$ cat config.mk
export PLATFORM = sky130hd
export DESIGN_NAME = button_conditioner
export DESIGN_NICKNAME = d
export VERILOG_FILES = /design/src/rtl/button_conditioner.sv
export SDC_FILE = /design/constraint.sdc
export NUM_CORES = 1
export LEC_CHECK = 0
export BUFFER_PORTS_ARGS = -buffer_cell sky130_fd_sc_hd__buf_2
export CELL_PAD_IN_SITES_DETAIL_PLACEMENT = 0
export CELL_PAD_IN_SITES_GLOBAL_PLACEMENT = 2
export CORE_MARGIN = 3
export CORE_UTILIZATION = 43
export DETAILED_ROUTE_END_ITERATION = 6
export PLACE_DENSITY_LB_ADDON = 0.1
export SYNTH_ARGS = -nofsm -noshare
export SYNTH_HDL_FRONTEND = slang
export SYNTH_SLANG_ARGS = --single-unit
export TNS_END_PERCENT = 20
$ cat constraint.sdc
create_clock -name clk_i -period 3.3 [get_ports clk_i]
set_input_delay 0.165 -clock clk_i [delete_from_list [all_inputs] [get_ports clk_i]]
set_output_delay 0.165 -clock clk_i [all_outputs]
set_load 0.05 [all_outputs]
$ cat src/rtl/button_conditioner.sv
// button_conditioner: per-channel 2-flop synchroniser, counter-based debouncer,
// registered press/release edge pulses and an optional hold-to-repeat pulse
// generator. Define BTN_AUTOREPEAT_EN to build the repeat FSMs and timers;
// without it repeat_o is tied low and everything else is identical.
// Ports carry _i/_o suffixes because "release" and "repeat" are reserved words.
module button_conditioner #(
   parameter int unsigned N_CH            = 5,
   parameter int unsigned DEBOUNCE_CYCLES = 500000,
   parameter int unsigned REPEAT_DELAY    = 25000000,
   parameter int unsigned REPEAT_PERIOD   = 5000000
) (
   input  logic            clk_i,
   input  logic            resetn_i,
   input  logic [N_CH-1:0] noisy_i,
   output logic [N_CH-1:0] clean_o,
   output logic [N_CH-1:0] press_o,
   output logic [N_CH-1:0] release_o,
   output logic [N_CH-1:0] repeat_o,
   output logic            any_event_o
);

   localparam logic [23:0] DB_LAST = 24'(DEBOUNCE_CYCLES - 1);

   logic [N_CH-1:0] sync1_q, sync2_q;
   logic [23:0]     cnt_q [N_CH];
   logic [23:0]     cnt_d [N_CH];
   logic [N_CH-1:0] clean_q, clean_d;
   logic [N_CH-1:0] press_q, press_d;
   logic [N_CH-1:0] release_q, release_d;
   logic            any_q, any_d;

   // Two-stage synchroniser for the asynchronous button levels
   always_ff @(posedge clk_i or negedge resetn_i) begin
      if (!resetn_i) begin
         sync1_q <= '0;
         sync2_q <= '0;
      end else begin
         sync1_q <= noisy_i;
         sync2_q <= sync1_q;
      end
   end

   // Debounce: count consecutive mismatches, toggle clean on the last one
   always_comb begin
      clean_d = clean_q;
      for (int unsigned i = 0; i < N_CH; i++) begin
         cnt_d[i] = '0;
         if (sync2_q[i] != clean_q[i]) begin
            if (cnt_q[i] == DB_LAST) begin
               clean_d[i] = ~clean_q[i];
            end else begin
               cnt_d[i] = cnt_q[i] + 24'd1;
            end
         end
      end
      press_d   = clean_d & ~clean_q;
      release_d = ~clean_d & clean_q;
      any_d     = |(press_d | release_d);
   end

   // Debounce state and registered edge pulses
   always_ff @(posedge clk_i or negedge resetn_i) begin
      if (!resetn_i) begin
         for (int unsigned i = 0; i < N_CH; i++) begin
            cnt_q[i] <= '0;
         end
         clean_q   <= '0;
         press_q   <= '0;
         release_q <= '0;
         any_q     <= 1'b0;
      end else begin
         for (int unsigned i = 0; i < N_CH; i++) begin
            cnt_q[i] <= cnt_d[i];
         end
         clean_q   <= clean_d;
         press_q   <= press_d;
         release_q <= release_d;
         any_q     <= any_d;
      end
   end

   assign clean_o     = clean_q;
   assign press_o     = press_q;
   assign release_o   = release_q;
   assign any_event_o = any_q;

`ifdef BTN_AUTOREPEAT_EN
   localparam logic [31:0] RD_LAST = 32'(REPEAT_DELAY - 1);
   localparam logic [31:0] RP_LAST = 32'(REPEAT_PERIOD - 1);

   typedef enum logic [1:0] {
      IDLE  = 2'd0,
      DELAY = 2'd1,
      RPT   = 2'd2
   } rpt_state_e;

   rpt_state_e      st_q  [N_CH];
   rpt_state_e      st_d  [N_CH];
   logic [31:0]     tmr_q [N_CH];
   logic [31:0]     tmr_d [N_CH];
   logic [N_CH-1:0] repeat_q, repeat_d;

   // Repeat FSM keys off next-cycle clean/press so pulses line up with the
   // registered press/release outputs and never overlap them
   always_comb begin
      repeat_d = '0;
      for (int unsigned i = 0; i < N_CH; i++) begin
         st_d[i]  = st_q[i];
         tmr_d[i] = tmr_q[i];
         if (!clean_d[i]) begin
            st_d[i]  = IDLE;
            tmr_d[i] = '0;
         end else begin
            case (st_q[i])
               IDLE: begin
                  if (press_d[i]) begin
                     st_d[i]  = DELAY;
                     tmr_d[i] = '0;
                  end
               end
               DELAY: begin
                  if (tmr_q[i] == RD_LAST) begin
                     st_d[i]     = RPT;
                     tmr_d[i]    = '0;
                     repeat_d[i] = 1'b1;
                  end else begin
                     tmr_d[i] = tmr_q[i] + 32'd1;
                  end
               end
               RPT: begin
                  if (tmr_q[i] == RP_LAST) begin
                     tmr_d[i]    = '0;
                     repeat_d[i] = 1'b1;
                  end else begin
                     tmr_d[i] = tmr_q[i] + 32'd1;
                  end
               end
               default: begin
                  st_d[i]  = IDLE;
                  tmr_d[i] = '0;
               end
            endcase
         end
      end
   end

   // Repeat FSM state, timers and registered repeat pulse
   always_ff @(posedge clk_i or negedge resetn_i) begin
      if (!resetn_i) begin
         for (int unsigned i = 0; i < N_CH; i++) begin
            st_q[i]  <= IDLE;
            tmr_q[i] <= '0;
         end
         repeat_q <= '0;
      end else begin
         for (int unsigned i = 0; i < N_CH; i++) begin
            st_q[i]  <= st_d[i];
            tmr_q[i] <= tmr_d[i];
         end
         repeat_q <= repeat_d;
      end
   end

   assign repeat_o = repeat_q;
`else
   // Repeat timing parameters have no effect in this build
   if (REPEAT_DELAY == 0 || REPEAT_PERIOD == 0) begin : g_rpt_cfg_unused
   end

   assign repeat_o = '0;
`endif

endmodule

## Word level (Yosys, flattened, before mapping)

Cells that the tools add are included.

| word-level totals | value |
|---|---|
| register bits after elaboration | 146 |
| input bits | 7 |
| output and inout bits | 21 |

| cells by class | value |
|---|---|
| $add $sub $neg | 5 |
| eq/ne operators | 10 |
| muxes and demuxes | 20 |
| bitwise gates (word level) | 10 |
| reduce and logical (&&, ||, !) cells | 1 |

Operator list:

| operator | number |
|---|---|
| 2-to-1 mux 24 bit | 10 |
| adder 24 x 1 -> 24 bit, second input constant | 5 |
| equality test 24 x 19 -> 1 bit, second input constant | 5 |
| AND 5 bit | 2 |
| 2-to-1 mux 1 bit | 10 |
| inverter 5 bit | 2 |
| != test 1 bit | 5 |
| inverter 1 bit | 5 |
| bitwise OR 5 bit | 1 |
| OR reduction 5 bit | 1 |

## Depth between registers and ports, before layout

Gate-level depths: netlist of run 1.

| depth | value |
|---|---|
| word-level depth | 7 |
| depth in mapped cells | 8 |
| depth with buffers taken out | 7 |

## Worst setup path after synthesis of run 1

No wires, ideal clock.

| path | value |
|---|---|
| path kind | reg-to-reg |
| start | register cnt_q[50] (netlist bit) |
| end | register any_q, in the netlist any_event_o |
| arrival time | 2.043 ns |
| slack | 1.133 ns |
| stages on the path, launching flop included | 9 |
| period minus slack after synthesis | 2.167 ns |
| path through | dfrtp_1 and3_1 nand3_1 clkbuf_1 nor3_1 mux2_2 ha_1 and3_1 nand3_1 |

| between the ends | value |
|---|---|
| longest elaborated chain between the ends | 7 |
| elaborated cells on any way between the ends | 8 |
| classes of those cells | 1 x eq/ne; 2 x mux; 4 x bitwise; 1 x reduce/logical |

Ends and longest elaborated chain:

| what | RTL line | RTL |
|---|---|---|
| start, declared | 25 | `logic [23:0] cnt_q [N_CH];` |
| start signal, assigned by index | 73 | `cnt_q[i] <= cnt_d[i];` |
| equality test 24 x 19 -> 1 bit * | 49 | `if (cnt_q[i] == DB_LAST) begin` |
| 2-to-1 mux 1 bit * | 49 |  |
| 2-to-1 mux 1 bit * | 48 | `if (sync2_q[i] != clean_q[i]) begin` |
| named net clean_d[2] | 27 | `logic [N_CH-1:0] clean_q, clean_d;` |
| inverter 5 bit | 57 | `release_d = ~clean_d & clean_q;` |
| AND 5 bit | 57 |  |
| bitwise OR 5 bit * | 58 | `any_d = \|(press_d \| release_d);` |
| OR reduction 5 bit * | 58 |  |
| named net any_d | 30 | `logic any_q, any_d;` |
| end signal, assigned | 78 | `any_q <= any_d;` |
| end, declared | 30 |  |

Mark *: on every way through the listed nets, which the timed path passes. The rest lies on a longest branch.

## Worst setup path in the final report of run 1

Ends and elaborated chain as after synthesis.

==> results_dict.tcl, run 1 <==
set metrics [dict create \
    clk_path_buf_depth 2 \
    ios 28 \
    synth_xor_area_share_pct 8.13 \
    synth.avg_cell_area_um2 9.82 \
    num_rows 46 \
    vias 5512 \
    netlist.area_leader.share_pct 50.6 \
    area_growth_pct 14.2 \
    synth_area_leaders "dfrtp_1 (51%), xnor2_1 (5.2%), nor2_1 (4.0%)" \
    min_path_type "in -> async" \
    clkTransAtPathRegs_ps 60 \
    cp.required_ps 3600 \
    worstSetupEndpointType "flop" \
    tightestPinTransition_ps 700 \
    muxShareOfSynthArea_pct 1.61 \
    grt_overflow 0 \
    cts_hold_buf 6 \
    setup_tns_ps 0 \
    multi_input_area_um2 3370 \
    fin_worst_skew_ps 9.24 \
    drt_iter0_markers 392 \
    vias_per_cell 5.56 \
    rsz0062_at_grt "false" \
    critPathLaunchType "flop" \
    synthCells 735 \
    antenna_found_initial 0 \
    hpwl_um 10100 \
    drc 0 \
    synth-compound-area-share_pct 8.09 \
    ff2ff_setup_slack_ps 800 \
    dr.pass1.iters 6 \
    seq_area_um2 3650 \
    post-cts-setup-buffer-count 0 \
    hold_viol_final 0 \
    setup-violations-final 0 \
    relSlewSlack_pct 53.0 \
    syn_area_um2 7220 \
    leakagePower_nw 3.25 \
    cts_sinks 146 \
    arrival_ps 2800 \
    dp_cells 956 \
    synth-seq-cells 146 \
    synth_fa_ha_area_share_pct 2.60 \
    avgRoutedWirePerCell_um 15.1 \
    finalMaxSlewViolations 0 \
    synth.distinct_cells 37 \
    grt_pass1_wl_um 26200 \
    grt_pass1_vias 5360 \
    synth-simple-area-share_pct 25.7 \
    postRouteAntennaNets 0 \
    crit_type "reg -> reg" \
    max_freq_mhz 400 \
    whs_ps 312 \
    die_height_um 136 \
    root_buffer "clkbuf_16" \
    synth_common_cells "dfrtp_1 (146), nor2_1 (77), a21oi_1 (45), nand3_1 (45), xnor2_1 (43)" \
    vdd_drop_max_uv 355 \
    nFillCells 1467 \
    maxCapViolCount 0 \
    grt.total_usage_pct 17.6 \
    outcome "finished clean" \
    yosysWarnings 0 \
    antenna_cells 0 \
    async_flop_share_pct 100 \
    cp_max_fo 11 \
    nets 787 \
    grt_max_degree 87 \
    die_area_um2 18400 \
    io_buffers 22 \
    synth-edff-count 0 \
    p_per_area_nw_per_um2 476 \
    post_cts_resize_count 0 \
    synth_ff_type "dfrtp_1" \
    core_area_um2 16200 \
    synth_top_family_by_area "simple AND/OR/NAND/NOR gates" \
    start_util_pct 44.6 \
    period_minus_slack_ps 2500 \
    cts_max_level 4 \
    final_cells 992 \
    worstSkewPairLatency_ps 420 \
    yosysMostFrequentCell "dfrtp_1" \
    drive_above_1_share_pct 9.41 \
    gp_congestion 0.782 \
    yosysSeqAreaShare_pct 50.6 \
    cts_buffers 17 \
    fp.dieW_um 136 \
    finalCritPeriodShare_pct 75.7 \
    cts_tree "done" \
    synth_top_area_cell "dfrtp_1" \
    wl_um 15000 \
]
## final timing paths
| kind | from | end | depth (start not counted) |
|---|---|---|---|
| max | cnt_q[50] | any_event_o | 7 |
| min | resetn_i | cnt_q[13] | 2 |
| max reg2reg | cnt_q[50] | any_event_o | 7 |
| min reg2reg | sync1_q[1] | sync2_q[1] | 0 |
| max in group asynchronous | resetn_i | cnt_q[51] | 3 |
| min in group clk_i | sync1_q[1] | sync2_q[1] | 0 |
## placed cells by master, fill, tap and decap left out, types with 3 or more instances in the layout
cell           instances
clkinvlp_4             3
or4_1                 29
or3_1                 25
o21ai_0               21
a21oi_1               45
bufinv_16              3
and3_1                12
xnor2_1               43
dlygate4sd3_1          6
nand4_1               34
xor2_1                24
nor2_1                77
mux2i_1                6
nor3_1                16
ha_1                  15
o31ai_2                4
nor4_1                30
clkbuf_16             17
and2_1                 5
inv_1                 25
nand2_1               41
conb_1                 5
clkbuf_8               3
dfrtp_1              146
mux2_2                 5
and4_1                12
nor4b_1                6
buf_2                 21
buf_4                  8
o31ai_1               26
nand3_1               45
## cells by family after synthesis
group                    count (synthesis)
other                                    1
adder cells (fa/ha/maj)                 15
buffers and inverters                   55
AO/OA/AOI/OAI                          100
AND/OR/NAND/NOR                        340
multiplexers                            11
flip-flops                             146
XOR/XNOR                                67
## power breakdown
group / switching, mW / internal, mW
combinational: 0.0933 / 0.0363
clock: 0.725 / 1.24
sequential: 0.0225 / 1.81
total: 0.841 / 3.09
## sequential cells by signal (all words and copies together) (netlist names)
register / cells
cnt_q: 120
clean_o: 5
press_o: 5
release_o: 5
sync1_q: 5
sync2_q: 5
any_event_o: 1
## per-layer routing
metal	up-vias	part of all wire [%]	track usage [%]
met5	-	0	0
met4	0	0.88	4.70
met3	10	3.1	4.20
met2	79	46	27.3
met1	2694	50	24.9
li1	2729	-	-
## metrics by stage
| step | utilization [%] | instance area, um2 | power, mW | setup slack (ps) |
|---|---|---|---|---|
| 5_1_grt | 51.0 | 8240 | 4.09 | 551 |
| 4_1_cts | 51.0 | 8240 | 3.99 | 802 |
| 3_3_place_gp | 46.9 | 7580 | 1.99 | 874 |
| 6_report | 51.0 | 8240 | 3.93 | 800 |
| 2_1_floorplan | - | 7230 | 1.93 | 1130 |
| 3_5_place_dp | 46.9 | 7580 | 2.00 | 816 |
## layout make-up
class                   instances  share of cell area [%]
clock inverters                 9                    1.59
multi-input cells             538                    40.9
flip-flops and latches        146                    44.3
well taps                     216                    3.28
repair buffers                 37                    3.11
inverters                      25                    1.14
clock buffers                  21                    5.71
## critical path, stage by stage (launching register included)
cell     delay, ps
dfrtp_1        430
and3_1         280
nand3_1        310
nor3_1         430
mux2_2         400
ha_1           280
and3_1         180
nand3_1         80
Power figures use the tool's default switching activity.
==> run 2: changes to the inputs <==
Settings changed: CORE_UTILIZATION 43 to 36.
Clock period 3.3 ns to 2.1 ns, I/O delays scaled along.
==> results_dict.tcl, run 2 (synthesis results as in run 1) <==
set metrics [dict create \
    max_freq_mhz 472 \
    core_area_um2 19600 \
    avgRoutedWirePerCell_um 14.6 \
    clk_path_buf_depth 2 \
    min_path_type "in -> async" \
    area_growth_pct 30.8 \
    drc 0 \
    tightestPinTransition_ps 585 \
    vdd_drop_max_uv 462 \
    largest_reg_flops 120 \
    period_minus_slack_ps 2120 \
    fin_worst_skew_ps 8.12 \
    fp.dieW_um 148 \
    post-route-util_pct 48.2 \
    maxCapViolCount 0 \
    outcome "complete, but fails checks" \
    mostFrequentLayoutCells "dfrtp_1 (146), buf_4 (128), nor2_1 (77), nand3_1 (44), a21oi_1 (44)" \
    drive_above_1_share_pct 23.9 \
    arrival_ps 2420 \
    io_buffers 22 \
    drt_iter0_markers 347 \
    worstSkewPairLatency_ps 410 \
    hold_viol_final 0 \
    finalMaxSlewViolations 0 \
    die_height_um 148 \
    grt_pass1_wl_um 29200 \
    crit_chain "nor4_2 -> nand4_1 -> nor3_2 -> buf_4 -> mux2_4 -> ha_4 -> and3_4 -> nand3_2" \
    worstReg2RegStart "cnt_q[33]" \
    num_rows 51 \
    rsz0062_at_grt "true" \
    violations "setup timing" \
    cp.required_ps 2400 \
    setup_tns_ps -17.9 \
    r2r-end "any_event_o" \
    vias 6006 \
    crit_type "reg -> reg" \
    leakagePower_nw 3.98 \
    relSlewSlack_pct 61.0 \
    finalCritPeriodShare_pct 101 \
    p_total_mw 6.49 \
    cts_sinks 146 \
    root_buffer "clkbuf_16" \
    start_util_pct 36.8 \
    antenna_found_initial 0 \
    antenna_cells 0 \
    grt.total_usage_pct 16.3 \
    die_area_um2 21800 \
    vias_per_cell 5.16 \
    grt_overflow 0 \
    layout_setup_ws_ps -17.9 \
    grt_max_degree 62 \
    ff2ff_setup_slack_ps -20 \
    grt_pass1_vias 5949 \
    final_common_cell "dfrtp_1" \
    crit_slowest_cell "dfrtp_1" \
    cts_tree "done" \
    rr_worst_depth 8 \
    clkTransAtPathRegs_ps 60 \
    nets 909 \
    cts_max_level 4 \
    cts_buffers 17 \
    dr.pass1.iters 4 \
    critPathLaunchType "flop" \
    ios 28 \
    setup-violations-final 1 \
    worstSetupEndpointType "flop" \
    top_register "cnt_q" \
    p_per_area_nw_per_um2 688 \
    wl_um 17000 \
    postRouteAntennaNets 0 \
    cp_max_fo 2 \
    gp_congestion 0.806 \
    hpwl_um 11800 \
    crit_path_max_incr_delay_ps 390 \
]
run 2: cell types whose count changed in the layout (fill, tap and decap cells not counted), moves of 3 or more:
cell     before  now
ha_1         15   12
buf_4         8  128
nor4b_2       0    4
nor3_1       16   12
nor4b_1       6    2
ha_4          0    3
nor3_2        0    3
run 2: critical path: cells and delay by family (launching register included):
family / cells / cell delay (ps)
adders and majority gates: 1 / 260
buffers and inverters: 1 / 150
DFF: 1 / 390
muxes: 1 / 310
and+or+nand+nor: 5 / 890
run 2: stage by stage:
step / worst slack, ps / cell area, um2 / cells / hold slack (ps)
floorplan: 51.7 / 7240 / 739 / -191
global placement: -253 / 8550 / 1123 / 124
detailed placement: -263 / 8550 / 1123 / 132
CTS: -67.3 / 9400 / 1165 / 257
global route: -114 / 9440 / 1165 / 285
finish: -17.9 / 9440 / 1165 / 251
run 2: final cells by class:
| type | instances | area [um2] |
|---|---|---|
| fillers | 1856 | 10100 |
| flip-flops and latches | 146 | 3650 |
| multi-input cells | 538 | 3520 |
| repair buffers | 159 | 1190 |
| clock buffers | 23 | 478 |
| well taps | 265 | 332 |
| clock inverters | 9 | 176 |
| inverters | 25 | 93.8 |
run 2: metal layers:
layer	track usage, %	routed length [um]	vias up
met5	0	0	-
met4	3.96	182	0
met3	3.56	445	11
met2	25.9	8010	75
met1	22.7	8360	2951
li1	-	-	2969
run 2: what timing repair did:
| action | CTS | global route |
|---|---|---|
| gates resized for setup | 16 | 8 |
| setup buffers | 4 | 0 |
| hold buffers | 6 | 0 |
| gates cloned | 0 | 0 |
| setup endpoints to repair | 5 | 9 |
| hold endpoints to repair | 61 | 0 |
| pin swaps | 11 | 10 |
run 2: power breakdown:
group | total [mW] | internal [mW] | switching, mW
logic | 0.253 | 0.0869 | 0.166
clock network | 3.37 | 2.20 | 1.16
registers | 2.87 | 2.85 | 0.0274
total | 6.49 | 5.14 | 1.36
run 2: worst max path at each step:
stage	from	to	slack, ps	cells after the start
after global routing	cnt_q[69]	any_event_o	-110	7
after global placement	cnt_q[33]	any_event_o	-250	8
after CTS	cnt_q[29]	any_event_o	-70	8
after floorplan	cnt_q[72]	any_event_o	50	7
after detailed placement	cnt_q[33]	any_event_o	-260	8
final	cnt_q[33]	any_event_o	-20	8
==> run 3: changes to the inputs <==
Settings changed: GPL_ROUTABILITY_DRIVEN from default to 1, SKIP_CTS_REPAIR_TIMING from default to 1.
==> results_dict.tcl, run 3 (synthesis results as in run 1) <==
set metrics [dict create \
    setup_tns_ps -62.7 \
    avgRoutedWirePerCell_um 14.6 \
    leakagePower_nw 3.97 \
    grt_pass1_vias 5878 \
    clk_path_buf_depth 2 \
    grt_max_degree 62 \
    violations "setup timing" \
    hpwl_um 11800 \
    cts_buffers 17 \
    hold_viol_final 0 \
    drc 0 \
    finalCritPeriodShare_pct 103 \
    vdd_drop_max_uv 464 \
    ios 28 \
    cts_sinks 146 \
    dr.pass1.iters 6 \
    setup-violations-final 1 \
    core_area_um2 19600 \
    cp_max_fo 2 \
    grt_pass1_wl_um 29000 \
    grt.total_usage_pct 16.1 \
    rsz0062_at_grt "true" \
    final_cell_area_um2 9420 \
    cts_tree "done" \
    wl_um 17000 \
    die_area_um2 21800 \
    worstSetupEndpointType "flop" \
    worstSkewPairLatency_ps 410 \
    period_minus_slack_ps 2160 \
    cp.required_ps 2400 \
    largest_reg_flops 120 \
    cts_max_level 4 \
    finalMaxSlewViolations 0 \
    area_growth_pct 30.5 \
    final_cells 1165 \
    fp.dieW_um 148 \
    p_total_mw 6.49 \
    crit_type "reg -> reg" \
    clkTransAtPathRegs_ps 60 \
    mostFrequentLayoutCells "dfrtp_1 (146), buf_4 (128), nor2_1 (77), nand3_1 (44), a21oi_1 (44)" \
    placed_area_um2 8550 \
    antenna_cells 0 \
    nets 909 \
    min_path_type "in -> async" \
    dp_cells 1123 \
    num_rows 51 \
    maxCapViolCount 0 \
    tightestPinTransition_ps 588 \
    outcome "complete, but fails checks" \
    final_common_cell "dfrtp_1" \
    vias_per_cell 5.16 \
    p_per_area_nw_per_um2 689 \
    drt_iter0_markers 335 \
    vias 6016 \
    critPathLaunchType "flop" \
    grt_overflow 0 \
    io_buffers 22 \
    root_buffer "clkbuf_16" \
    max_freq_mhz 462 \
    die_height_um 148 \
    fin_worst_skew_ps 10.9 \
    gp_congestion 0.806 \
    postRouteAntennaNets 0 \
    top_register "cnt_q" \
    relSlewSlack_pct 60.8 \
    antenna_found_initial 0 \
    layout_setup_ws_ps -62.7 \
    arrival_ps 2460 \
    drive_above_1_share_pct 23.8 \
    start_util_pct 36.8 \
    whs_ps 251 \
]
run 3: cell counts in the layout (fill, tap and decap cells not counted):
No cell type changed its count.
run 3: routing by layer:
layer  part of all wire (%)  vias to the layer above  routed length, um  global-route usage [%]
met1                     49                     2969               8360                    22.6
met4                    1.1                        0                182                    3.96
met5                      0                        -                  0                       0
met2                     47                       66               8010                    25.5
met3                    2.5                       11                427                    3.56
li1                       -                     2970                  -                       -
run 3: critical path: stages (launching register included):
cell	delay [ps]
dfrtp_1	390
nor4_2	320
nand4_1	180
nor3_2	210
buf_4	150
mux2_4	310
ha_4	260
and3_4	180
nand3_2	50
run 3: through the flow:
stage               worst slack [ps]  utilization, %
floorplan                       51.7               -
global placement                -253            43.7
detailed placement              -263            43.7
CTS                             -269            47.0
global route                    -153            48.1
finish                         -62.7            48.1
run 3: path summary, 6_finish.rpt:
kind	startpoint	to	slack (ps)	cells after the start
max	cnt_q[29]	any_event_o	-60	8
min	resetn_i	cnt_q[14]	250	2
max reg2reg	cnt_q[29]	any_event_o	-60	8
min reg2reg	sync1_q[1]	sync2_q[1]	350	0
max in group asynchronous	resetn_i	cnt_q[43]	1200	3
min in group clk_i	noisy_i[2]	sync1_q[2]	330	2
run 3: power breakdown:
part,internal (mW),switching (mW),total (mW)
Combinational,0.0872,0.167,0.254
Sequential,2.85,0.0258,2.87
Clock,2.20,1.16,3.36
run 3: layout make-up:
| class | count | area, um2 |
|---|---|---|
| tap | 265 | 332 |
| multi-input combinational | 538 | 3500 |
| clock inverter | 9 | 176 |
| clock buffer | 23 | 478 |
| fill | 1859 | 10200 |
| inverter | 25 | 93.8 |
| timing repair buffer | 159 | 1190 |
| sequential | 146 | 3650 |
